--- config.mk ---
export PLATFORM = sky130hd
export DESIGN_NAME = paint_brush_writer
export DESIGN_NICKNAME = d
export VERILOG_FILES = /design/src/rtl/paint_pkg.sv /design/src/rtl/paint_brush_writer_scan.sv /design/src/rtl/paint_brush_writer.sv
export SDC_FILE = /design/constraint.sdc
export NUM_CORES = 1
export LEC_CHECK = 0
export CORE_AREA = 2 2 173 175
export DETAILED_ROUTE_END_ITERATION = 6
export DIE_AREA = 0 0 175 177
export GPL_TIMING_DRIVEN = 0
export SLEW_MARGIN = 10
export SYNTH_ARGS = -nofsm -noshare
export SYNTH_HDL_FRONTEND = slang
export SYNTH_SLANG_ARGS = --single-unit
--- constraint.sdc ---
create_clock -name clk -period 6.5 [get_ports clk]
set_input_delay 1.95 -clock clk [delete_from_list [all_inputs] [get_ports clk]]
set_output_delay 1.95 -clock clk [all_outputs]
set_load 0.01 [all_outputs]
--- src/rtl/paint_pkg.sv ---
// Shared paint framebuffer constants: resolution defaults, address and pixel widths.
// Common to the brush writer, the integrator and the framebuffer.
package paint_pkg;

    localparam int H_RES_DEF = 640;
    localparam int V_RES_DEF = 480;
    localparam int ADDR_W    = 19;
    localparam int PIX_W     = 12;
    localparam int COORD_W   = 16;
    localparam int OFF_W     = 4;

    typedef enum logic {
        S_IDLE,
        S_STAMP
    } state_t;

    // Linear framebuffer address; hres is a constant so the multiply reduces to shift-add.
    function automatic logic [ADDR_W-1:0] lin_addr(
        input logic [COORD_W-1:0] x,
        input logic [COORD_W-1:0] y,
        input int unsigned        hres
    );
        return ADDR_W'(y) * ADDR_W'(hres) + ADDR_W'(x);
    endfunction

endpackage

--- src/rtl/paint_brush_writer_scan.sv ---
// Brush offset generator: walks dy then dx over -R..+R in raster order.
// Advances on an accepted write or immediately on a clipped offset.
module brush_scan_counter
    import paint_pkg::*;
#(
    parameter int BRUSH = 3
) (
    input  logic                    clk,
    input  logic                    rst,
    input  logic                    i_active,
    input  logic                    i_inb,
    input  logic                    i_ready,
    output logic signed [OFF_W-1:0] o_dx,
    output logic signed [OFF_W-1:0] o_dy,
    output logic                    o_last,
    output logic                    o_adv
);

    localparam int R = (BRUSH - 1) / 2;
    localparam logic signed [OFF_W-1:0] RP = OFF_W'(R);
    localparam logic signed [OFF_W-1:0] RN = -RP;

    logic signed [OFF_W-1:0] r_dx;
    logic signed [OFF_W-1:0] r_dy;

    always_comb begin
        o_dx   = r_dx;
        o_dy   = r_dy;
        o_last = (r_dx == RP) && (r_dy == RP);
        o_adv  = i_active && (!i_inb || i_ready);
    end

    // Wrapping to -R on the last offset lets a queued stamp start with no gap.
    always_ff @(posedge clk) begin
        if (rst || !i_active) begin
            r_dx <= RN;
            r_dy <= RN;
        end else if (o_adv) begin
            if (o_last) begin
                r_dx <= RN;
                r_dy <= RN;
            end else if (r_dx == RP) begin
                r_dx <= RN;
                r_dy <= r_dy + 4'sd1;
            end else begin
                r_dx <= r_dx + 4'sd1;
            end
        end
    end

endmodule

--- src/rtl/paint_brush_writer.sv ---
// Brush stamper: turns cursor events into BRUSH x BRUSH framebuffer writes,
// clipping at the edges and holding one pending event while a stamp runs.
module paint_brush_writer
    import paint_pkg::*;
#(
    parameter int                H_RES    = H_RES_DEF,
    parameter int                V_RES    = V_RES_DEF,
    parameter int                BRUSH    = 3,
    parameter int                DATA_W   = PIX_W,
    parameter logic [DATA_W-1:0] BG_COLOR = '0
) (
    input  logic                clk,
    input  logic                rst,
    input  logic [15:0]         pos_x,
    input  logic [15:0]         pos_y,
    input  logic                mouse_left,
    input  logic                mouse_right,
    input  logic                pos_valid,
    input  logic [DATA_W-1:0]   color,
    output logic                wr_en,
    output logic [ADDR_W-1:0]   wr_addr,
    output logic [DATA_W-1:0]   wr_data,
    input  logic                wr_ready,
    output logic                busy
);

    state_t              r_state, w_state_n;
    logic [15:0]         r_x, r_y, w_x_n, w_y_n;
    logic [DATA_W-1:0]   r_c, w_c_n;
    logic                r_pv, w_pv_n;
    logic [15:0]         r_px, r_py, w_px_n, w_py_n;
    logic [DATA_W-1:0]   r_pc, w_pc_n;

    logic                    w_ev;
    logic [DATA_W-1:0]       w_ev_c;
    logic                    w_active;
    logic signed [OFF_W-1:0] w_dx, w_dy;
    logic                    w_last, w_adv;
    logic signed [16:0]      w_sx, w_sy;
    logic                    w_xin, w_yin, w_pix_in, w_inb;

    assign w_ev     = pos_valid && (mouse_left || mouse_right);
    assign w_ev_c   = mouse_left ? color : BG_COLOR;
    assign w_active = (r_state == S_STAMP);

    // 17-bit signed sums so negative or overflowing coordinates are caught before addressing.
    assign w_sx     = $signed({1'b0, r_x}) + 17'(w_dx);
    assign w_sy     = $signed({1'b0, r_y}) + 17'(w_dy);
    assign w_xin    = !w_sx[16] && (w_sx[15:0] < 16'(H_RES));
    assign w_yin    = !w_sy[16] && (w_sy[15:0] < 16'(V_RES));
    assign w_pix_in = w_xin && w_yin;
    assign w_inb    = w_active && w_pix_in;

    brush_scan_counter #(
        .BRUSH (BRUSH)
    ) u_scan (
        .clk      (clk),
        .rst      (rst),
        .i_active (w_active),
        .i_inb    (w_pix_in),
        .i_ready  (wr_ready),
        .o_dx     (w_dx),
        .o_dy     (w_dy),
        .o_last   (w_last),
        .o_adv    (w_adv)
    );

    always_comb begin
        w_state_n = r_state;
        w_x_n     = r_x;
        w_y_n     = r_y;
        w_c_n     = r_c;
        w_pv_n    = r_pv;
        w_px_n    = r_px;
        w_py_n    = r_py;
        w_pc_n    = r_pc;
        unique case (r_state)
            S_IDLE: begin
                if (w_ev) begin
                    w_state_n = S_STAMP;
                    w_x_n     = pos_x;
                    w_y_n     = pos_y;
                    w_c_n     = w_ev_c;
                end
            end
            S_STAMP: begin
                if (w_adv && w_last) begin
                    // An event on the closing cycle is newer than the slot, so it wins.
                    if (w_ev) begin
                        w_x_n  = pos_x;
                        w_y_n  = pos_y;
                        w_c_n  = w_ev_c;
                        w_pv_n = 1'b0;
                    end else if (r_pv) begin
                        w_x_n  = r_px;
                        w_y_n  = r_py;
                        w_c_n  = r_pc;
                        w_pv_n = 1'b0;
                    end else begin
                        w_state_n = S_IDLE;
                    end
                end else if (w_ev) begin
                    w_pv_n = 1'b1;
                    w_px_n = pos_x;
                    w_py_n = pos_y;
                    w_pc_n = w_ev_c;
                end
            end
            default: w_state_n = S_IDLE;
        endcase
    end

    always_ff @(posedge clk) begin
        if (rst) begin
            r_state <= S_IDLE;
            r_x     <= '0;
            r_y     <= '0;
            r_c     <= '0;
            r_pv    <= 1'b0;
            r_px    <= '0;
            r_py    <= '0;
            r_pc    <= '0;
        end else begin
            r_state <= w_state_n;
            r_x     <= w_x_n;
            r_y     <= w_y_n;
            r_c     <= w_c_n;
            r_pv    <= w_pv_n;
            r_px    <= w_px_n;
            r_py    <= w_py_n;
            r_pc    <= w_pc_n;
        end
    end

    always_comb begin
        wr_en   = w_inb;
        wr_addr = w_inb ? lin_addr(w_sx[15:0], w_sy[15:0], H_RES) : '0;
        wr_data = w_inb ? r_c : '0;
        busy    = w_active || r_pv;
    end

endmodule

==> results of run 1 <==
final timing paths:
path / start / endpoint / slack (ns) / cells after the start
max reg2reg: u_scan.o_dx[0] / r_c[7] / 2.64 / 16
min reg2reg: r_px[11] / r_px[11] / 0.47 / 2
max: r_y[0] / wr_addr[15] / 0.29 / 21
min: r_px[11] / r_px[11] / 0.47 / 2
power breakdown:
| group | switching, uW | internal [uW] |
|---|---|---|
| Combinational | 766 | 691 |
| Sequential | 27.5 | 635 |
| Clock | 240 | 341 |
cell usage in the layout (no fill, tap or decap), types with 4 or more instances in the layout:
master / Yosys / routed
buf_4: 5 / 12
nand3_1: 38 / 38
nand2_1: 51 / 49
a21oi_2: 4 / 8
and3_1: 6 / 6
a21oi_4: 3 / 4
dfxtp_1: 98 / 93
nand2b_1: 11 / 11
clkbuf_16: 0 / 9
clkbuf_2: 1 / 4
o21bai_1: 5 / 5
o211ai_1: 6 / 6
nand4_1: 7 / 7
xnor2_1: 30 / 29
xor2_1: 17 / 16
clkbuf_1: 37 / 36
o21ai_0: 86 / 82
nor2_1: 42 / 42
clkdlybuf4s50_1: 0 / 76
a211oi_1: 53 / 53
nor3_1: 47 / 47
buf_2: 12 / 12
buf_6: 5 / 5
or3_1: 14 / 14
and2_1: 19 / 19
ha_1: 60 / 59
a21oi_1: 93 / 88
o21ai_1: 5 / 8
a31oi_1: 4 / 4
mux2i_1: 34 / 34
inv_1: 28 / 27
a21o_1: 14 / 14
o21a_1: 4 / 4
per-stage QoR:
stage          power (uW)  hold slack [ns]  area [um2]  setup TNS [ns]  instances
5_1_grt              2936           0.4931        8900       -0.003615       1381
3_3_place_gp         2001           0.4574        8459          -4.122       1359
2_1_floorplan        1748           0.4505        7161               0        888
3_5_place_dp         2000           0.4641        8459          -3.886       1359
4_1_cts              2643           0.4735        8847               0       1378
6_report             2699           0.4741        8900               0       1381
per-layer routing:
layer,vias to the layer above,routed length [um],track usage
li1,3434,-,-
met1,3112,9925,0.1814
met2,138,9358,0.2149
met3,11,877,0.01761
met4,0,151,0.02639
met5,-,0,0
repair_timing:
item | CTS | global route
buffers inserted | 4 | 3
pin swaps | 6 | 8
resized for setup | 20 | 18
setup endpoints to repair | 27 | 26
worst reg2reg max path, cell delays in order, from the launching register on:
cell      delay (ns)
dfxtp_2         0.40
ha_1            0.22
inv_1           0.07
fa_1            0.40
nand2b_1        0.21
a21oi_4         0.21
o21ba_2         0.19
o21ai_0         0.11
a211oi_2        0.37
nor4b_2         0.12
and4_1          0.23
buf_6           0.14
a21o_1          0.17
buf_2           0.16
a21oi_2         0.37
buf_4           0.27
a211oi_1        0.09
sequential cells by signal, summed over array words and instances (netlist names):
register	cells
r_px	16
r_py	16
r_x	16
r_y	16
r_c	12
r_pc	12
u_scan.o_dx	4
u_scan.o_dy	4
r_pv	1
r_state	1
cell type report:
class	count	area, um2
clock inverters	7	101.3
plain buffers	62	305.3
inverters	28	105.1
clock buffers	9	225.2
well taps	390	488.0
fillers	3136	20340
flip-flops and latches	98	1976
multi-input cells	699	4850
repair buffers	88	849.6
cells by family (layout without fill, tap and decap cells):
| kind of cell | count (synthesis) | after routing | synth area share |
|---|---|---|---|
| flip-flops | 98 | 98 | 0.2740 |
| buffers and inverters | 91 | 194 | 0.05784 |
| AND/OR/NAND/NOR | 251 | 251 | 0.1784 |
| AO/OA/AOI/OAI | 302 | 302 | 0.2656 |
| multiplexers | 34 | 34 | 0.04753 |
| adder cells (fa/ha/maj) | 64 | 64 | 0.1160 |
| XOR/XNOR | 48 | 48 | 0.06063 |
==> results.toml, run 1 <==
[detailed_routing]
ant_nets = 0
routedWlPerCell_um = 14.71
dr.pass1.iters = 5
vias_per_cell = 4.848
via_count = 6695
drtIter0Drc = 279
drc = 0
wirelength_mm = 20.31

[sta]
fin_crit_sh = 0.9561
hold_violations = 0
slew_viol_final = 0
relSlewSlack = 0.4415
worst_slack_ns = 0.2855
finClkSkew_ns = 0.007433
final-setup-viol-count = 0
worst_pin_slew_ns = 0.8378
period_minus_slack_ns = 6.214
max_freq_mhz = 160.9

[layout]
antenna_cells = 0
drive_above_1_share = 0.09284
final_core_util = 0.3043
fin_nets = 1100
synthToLayoutAreaGrowth_pct = 24.29

[clock_network]
cts_max_level = 3
clkSinkCount = 98
clkLatencyLatePin_ns = 0.34
cts.clk_slew.worst_paths_ns = 0.07
cts_root_buf = "clkbuf_16"
cts_hold_buffers = 0
cts_made_buffers = 9
cts_tree = "yes"
clockBufferDepth = 2

[placement]
dpl_worst_slack_ns = -0.4120
place_congestion = 0.7926
dp_hpwl_mm = 15.93
port_buffers = 81

[critical_path]
cp.buffers_inverters = 6
path_cells = "ha_4 -> inv_1 -> fa_2 -> and2b_1 -> o21a_1 -> nor2_1 -> xnor2_2 -> ha_1 -> inv_1 -> fa_1 -> inv_1 -> ha_1 -> inv_1 -> o21bai_1 -> a21oi_2 -> o21bai_1 -> a21oi_2 -> buf_4 -> xor2_1 -> nor2_1 -> dlygate4sd2_1"
critPathMaxStageDelay_ns = 0.52
arrival_ns = 4.26
crit_path_start_kind = "flop"
crit_fanout = 3
worstPathRequired_ns = 4.55
cp_top_family = "adder cells"
end_kind = "output port"
path_class = "flop to output port"
cp_common_cell = "inv_1"
worst_path_max_delay_cell = "fa_1"

[floorplan]
chipHeight_um = 177
ios = 83
chipWidth_um = 175
core_mm2 = 0.02924
rows = 63
start_util = 0.2449
die_area_mm2 = 0.03098

[run]
maxCapViolations = 0

[grt]
grt_max_degree = 19
grt_first_pass_wirelength_mm = 32.60
grt_pass1_vias = 6276
gr-total-overflow = 0
grt_antenna_before_repair = 0
grt.total_usage = 0.1302

[logic_synthesis]
ys.flop_type = "dfxtp_1"
synthesis.area_mm2 = 0.007161
synth_top_area_frac = 0.2740
synth_cells = 888
syn_avg_cell_area_um2 = 8.064
yosys-top-cells-area = "dfxtp_1 (27%), ha_1 (10%), a21oi_1 (6.5%)"
synth-seq-cells = 98
synth_edf_count = 0
ys_seq_area_frac = 0.2740
yosysWarnings = 0
synth_common_cells = "dfxtp_1 (98), a21oi_1 (93), o21ai_0 (86), ha_1 (60), a211oi_1 (53)"
async_flop_share = 0
yosys.cell_types.count = 61
yosysMostFrequentCell = "dfxtp_1"
synth_area_leader_cell = "dfxtp_1"
synth_fp_nets = 1002

[pwr]
leakage_uw = 0.003557
p_per_area_mw_per_mm2 = 303.3
ir_drop_mv = 0.1786

[min_path]
hold_class = "flop to flop"

[outcome]
status = "completed"
Note: power is estimated with default switching activity, not from simulation.
==> run 2: changes to the inputs <==
==> constraint.sdc (replaced) <==
create_clock -name clk -period 6.5 [get_ports clk]
set_input_delay 1.3 -clock clk [delete_from_list [all_inputs] [get_ports clk]]
set_output_delay 1.3 -clock clk [all_outputs]
set_load 0.01 [all_outputs]
==> run 2 against run 1 <==
  * Clock power barely moved
  * Utilization fell by 0.27 points
  * Clock-buffer cell count did not move
  * Fmax rose by 1.1%
  * Clock skew barely moved
  * First-iteration DRC count rose by 12%
  * Routed wire length fell by 0.20%
  * Power fell by 4.3%
  * Final area fell by 0.90%
  * Critical path depth rose by 1
  * Global-route usage fell by 0.051 points
  * Critical path type unchanged
  * Worst hold slack got worse by 0.00081 ns
  * Highest routed layer unchanged
==> results.toml, run 2 (synthesis results as in run 1) <==
[outcome]
status = "completed"

[pwr]
p_per_area_mw_per_mm2 = 293.0
leakage_uw = 0.003498
seqPwrFrac = 0.257
p_clk_frac = 0.224
switchingPower_uw = 988.9
p_int_uw = 1595
ir_drop_mv = 0.1686
p_sw_frac = 0.3827
power.share.combinational = 0.519

[sta]
fin_crit_sh = 0.9453
period_minus_slack_ns = 6.145
max_freq_mhz = 162.7
worst_pin_slew_ns = 0.8478
relSlewSlack = 0.4348
slew_viol_final = 0
final-setup-viol-count = 0
finClkSkew_ns = 0.007455
hold_violations = 0

[layout]
layout_commonest_cell = "dfxtp_1"
layout_common_cells = "dfxtp_1 (95), a21oi_1 (91), o21ai_0 (84), clkdlybuf4s50_1 (81), ha_1 (60)"
antenna_cells = 0
synthToLayoutAreaGrowth_pct = 23.17
final_area_mm2 = 0.008820
drive_above_1_share = 0.07404
final_core_util = 0.3016
fin_nets = 1095

[critical_path]
cp.buffers_inverters = 5
crit_path_start_kind = "flop"
worstPathRequired_ns = 5.20
cp_top_family = "adder cells"
cp_common_cell = "inv_1"
arrival_ns = 4.84
path_class = "flop to output port"
path_cells = "ha_1 -> inv_1 -> fa_1 -> and2b_1 -> o21a_1 -> nor2_1 -> xnor2_2 -> ha_1 -> inv_1 -> fa_1 -> inv_1 -> ha_1 -> inv_1 -> o21bai_1 -> a21oi_2 -> o21bai_1 -> a21oi_1 -> nor2b_1 -> o21ai_0 -> xor2_1 -> nor2_1 -> clkdlybuf4s50_1"
end_kind = "output port"
crit_fanout = 3
worst_path_max_delay_cell = "clkdlybuf4s50_1"
critPathMaxStageDelay_ns = 0.55

[detailed_routing]
routedWlPerCell_um = 14.73
drtIter0Drc = 312
dr.pass1.iters = 5
drc = 0
vias_per_cell = 4.850
ant_nets = 0
wirelength_mm = 20.27
via_count = 6673

[grt]
grt.total_usage = 0.1297
grt_max_degree = 19
grt_pass1_vias = 6225
gr-total-overflow = 0
grt_first_pass_wirelength_mm = 32.44
grt_antenna_before_repair = 0

[clock_network]
clkLatencyLatePin_ns = 0.34
cts_tree = "yes"
cts_root_buf = "clkbuf_16"
cts_made_buffers = 9
clockBufferDepth = 2
cts_max_level = 3
cts.clk_slew.worst_paths_ns = 0.07
clkSinkCount = 98

[floorplan]
die_area_mm2 = 0.03098
rows = 63
chipHeight_um = 177
ios = 83
start_util = 0.2449
chipWidth_um = 175
core_mm2 = 0.02924

[placement]
place_congestion = 0.7926
dp_hpwl_mm = 15.93
placed_cell_area_mm2 = 0.008459
port_buffers = 81

[min_path]
hold_class = "flop to flop"

[run]
maxCapViolations = 0
==> run 2: cell types whose count changed in the layout (fill, tap and decap cells not counted), moves of 2 or more <==
cell             change
buf_4                -6
clkdlybuf4s50_1      +5
a21oi_1              +3
clkbuf_2             -3
dfxtp_4              -3
a21oi_2              -2
dfxtp_1              +2
nand2_1              +2
nand2_2              -2
o21ai_0              +2
==> run 2: worst paths after layout <==
path,end,start,cells after the start,slack [ns]
worst max-delay path,wr_addr[17],r_y[0],22,0.36
worst min-delay path,r_pc[4],r_pc[4],2,0.47
worst max register to register,r_c[7],u_scan.o_dx[0],16,2.51
worst min register to register,r_pc[4],r_pc[4],2,0.47
==> run 2: through the flow <==
| stage | total power (uW) | setup TNS, ns | cells | setup slack, ns | hold slack, ns |
|---|---|---|---|---|---|
| 6_report | 2584 | 0 | 1376 | 0.3553 | 0.4733 |
| 5_1_grt | 2817 | -0.006255 | 1376 | -0.006255 | 0.4931 |
| 4_1_cts | 2587 | 0 | 1376 | 0.1305 | 0.4735 |
| 3_5_place_dp | 2000 | 0 | 1359 | 0.2380 | 0.4641 |
| 3_3_place_gp | 2001 | 0 | 1359 | 0.2157 | 0.4574 |
| 2_1_floorplan | 1748 | 0 | 888 | 1.396 | 0.4505 |
==> run 2: timing repair <==
item,CTS,global route
endpoints found under the setup margin,10,3
setup buffers,1,0
pin swaps,0,0
resized for setup,1,9
hold buffers,0,0
endpoints found under the hold margin,0,0
==> run 2: layout make-up <==
| cell class | instances | area, um2 |
|---|---|---|
| Clock buffer | 9 | 225.2 |
| Inverter | 28 | 105.1 |
| Sequential cell | 98 | 1966 |
| Clock inverter | 7 | 101.3 |
| Buffer | 63 | 309.0 |
| Tap cell | 390 | 488.0 |
| Multi-Input combinational cell | 699 | 4807 |
| Fill cell | 3140 | 20420 |
| Timing Repair Buffer | 82 | 818.3 |
==> run 2: routing by layer <==
metal  GRT usage  part of all wire  up-vias
met4     0.02639            0.0072        0
li1            -                 -     3420
met3     0.01804             0.043       11
met5           0                 0        -
met1      0.1811              0.49     3091
met2      0.2131              0.46      151
==> run 2: power groups by stage <==
stage	clock network, uW	registers, uW	logic (uW)
6_report	580	663	1340
5_1_grt	616	667	1530
4_1_cts	591	662	1330
3_5_place_dp	0	676	1320
3_3_place_gp	0	675	1330
2_1_floorplan	0	664	1080
==> run 2: tightest hold or removal path, stage by stage, from the launching register on <==
cell and delay, ns:
dfxtp_1 0.30, o21ai_0 0.06, a21oi_1 0.06
==> run 3: changes to the inputs <==
--- a/config.mk
+++ b/config.mk
@@ -5,9 +5,9 @@
 export SDC_FILE = /design/constraint.sdc
 export NUM_CORES = 1
 export LEC_CHECK = 0
-export CORE_AREA = 2 2 173 175
+export CORE_AREA = 8 8 179 181
 export DETAILED_ROUTE_END_ITERATION = 6
-export DIE_AREA = 0 0 175 177
+export DIE_AREA = 0 0 187 189
 export GPL_TIMING_DRIVEN = 0
 export SLEW_MARGIN = 10
 export SYNTH_ARGS = -nofsm -noshare
==> run 3 against run 2 <==
  * Clock skew up 0.0028 ns
  * Cell count about the same
  * Clock-buffer cell count unchanged
  * Fmax down 1.5%
  * Global-route usage down 1.5 points
  * Sequential cell count unchanged
  * Largest cell class unchanged
==> results.toml, run 3 (synthesis results as in run 1) <==
[layout]
antenna_cells = 0
fin_nets = 1095
layout_common_cells = "dfxtp_1 (95), a21oi_1 (92), o21ai_0 (85), clkdlybuf4s50_1 (81), ha_1 (60)"
synthToLayoutAreaGrowth_pct = 23.20
layout_commonest_cell = "dfxtp_1"
final_core_util = 0.3017
drive_above_1_share = 0.07107

[floorplan]
ios = 83
die_area_mm2 = 0.03534
start_util = 0.2449
chipHeight_um = 189
chipWidth_um = 187
core_mm2 = 0.02924
rows = 63

[run]
maxCapViolations = 0

[clock_network]
clkSinkCount = 98
cts_root_buf = "clkbuf_16"
cts_made_buffers = 9
clkLatencyLatePin_ns = 0.34
clockBufferDepth = 2
cts_max_level = 3
cts_tree = "yes"
cts.clk_slew.worst_paths_ns = 0.07

[placement]
dp_hpwl_mm = 16.35
dpl_worst_slack_ns = 0.2733
port_buffers = 81
place_congestion = 0.8179

[grt]
grt.total_usage = 0.1152
gr-total-overflow = 0
grt_first_pass_wirelength_mm = 33.80
grt_max_degree = 19
grt_pass1_vias = 6340
grt_antenna_before_repair = 0

[sta]
slew_viol_final = 0
fin_crit_sh = 0.9594
rsz0062_at_grt = "no"
period_minus_slack_ns = 6.236
worst_slack_ns = 0.2636
finalSetupTns_ns = 0
hold_slack_ns = 0.4725
max_freq_mhz = 160.3
final-setup-viol-count = 0
finClkSkew_ns = 0.01024
hold_violations = 0
relSlewSlack = 0.4404
worst_pin_slew_ns = 0.8395

[detailed_routing]
vias_per_cell = 4.833
via_count = 6645
ant_nets = 0
drtIter0Drc = 407
routedWlPerCell_um = 15.13
wirelength_mm = 20.80
dr.pass1.iters = 4
drc = 0

[outcome]
status = "completed"

[pwr]
p_per_area_mw_per_mm2 = 295.4
switchingPower_uw = 981.4
p_int_uw = 1624
p_clk_frac = 0.234
p_sw_frac = 0.3766
ir_drop_mv = 0.1403
leakage_uw = 0.003506
power.share.combinational = 0.511
seqPwrFrac = 0.254

[critical_path]
crit_fanout = 3
r2r_cells = 16
worstPathRequired_ns = 5.20
crit_path_start_kind = "flop"
end_kind = "output port"
arrival_ns = 4.94
path_class = "flop to output port"

[min_path]
hold_class = "flop to flop"
hold_depth = 2
[run 3: cell types whose count changed in the layout (fill, tap and decap cells not counted), sizes merged]
cell	change
inv	-1
clkinvlp	-1
bufinv	+1
[run 3: what timing repair did]
action,in CTS,in global routing
setup endpoints to repair,9,3
setup buffers,1,0
pin swaps,0,0
gates resized for setup,1,6
hold buffers,0,0
[run 3: final timing paths]
path                  startpoint     endpoint  slack, ns
setup / recovery          r_y[0]  wr_addr[17]       0.26
hold / removal           r_px[9]      r_px[9]       0.47
setup reg to reg  u_scan.o_dx[0]       r_x[6]       2.50
hold reg to reg          r_px[9]      r_px[9]       0.47
[run 3: layout make-up]
class | count | area (um2)
Buffer | 63 | 309.0
Clock buffer | 9 | 225.2
Clock inverter | 6 | 115.1
Fill cell | 3118 | 20420
Inverter | 28 | 105.1
Multi-Input combinational cell | 699 | 4796
Sequential cell | 98 | 1966
Tap cell | 390 | 488.0
Timing Repair Buffer | 82 | 818.3
[run 3: per-layer routing]
metal	wire length, um	GRT usage
met1	10450	0.1613
met3	907	0.02079
met5	0	0
met2	9141	0.1780
met4	299	0.03268
[run 3: through the flow]
step | std cells | power, uW | area (um2)
3_3_place_gp | 1359 | 1989 | 8459
2_1_floorplan | 888 | 1748 | 7161
4_1_cts | 1375 | 2619 | 8807
3_5_place_dp | 1359 | 2002 | 8459
5_1_grt | 1375 | 2819 | 8822
6_report | 1375 | 2606 | 8822
[run 3: worst max-delay path, cell delays in order (launching register included)]
cell,delay [ns]
dfxtp_1,0.38
ha_1,0.20
inv_1,0.06
fa_1,0.39
and2b_1,0.25
o21a_1,0.11
nor2_1,0.06
xnor2_2,0.16
ha_1,0.33
inv_1,0.06
fa_1,0.52
inv_1,0.04
ha_1,0.28
inv_1,0.08
o21bai_1,0.08
a21oi_1,0.22
o21bai_1,0.10
a21oi_1,0.22
nor2b_1,0.08
o21ai_0,0.22
xor2_1,0.10
nor2_1,0.09
clkdlybuf4s50_1,0.54
[run 3: power groups by stage]
| stage | clock network, uW | logic [uW] | registers, uW |
|---|---|---|---|
| after detailed placement | 0 | 1330 | 675 |
| final | 611 | 1330 | 663 |
| after CTS | 621 | 1340 | 662 |
| after global placement | 0 | 1310 | 675 |
| after global routing | 642 | 1510 | 667 |
| after floorplan | 0 | 1080 | 664 |
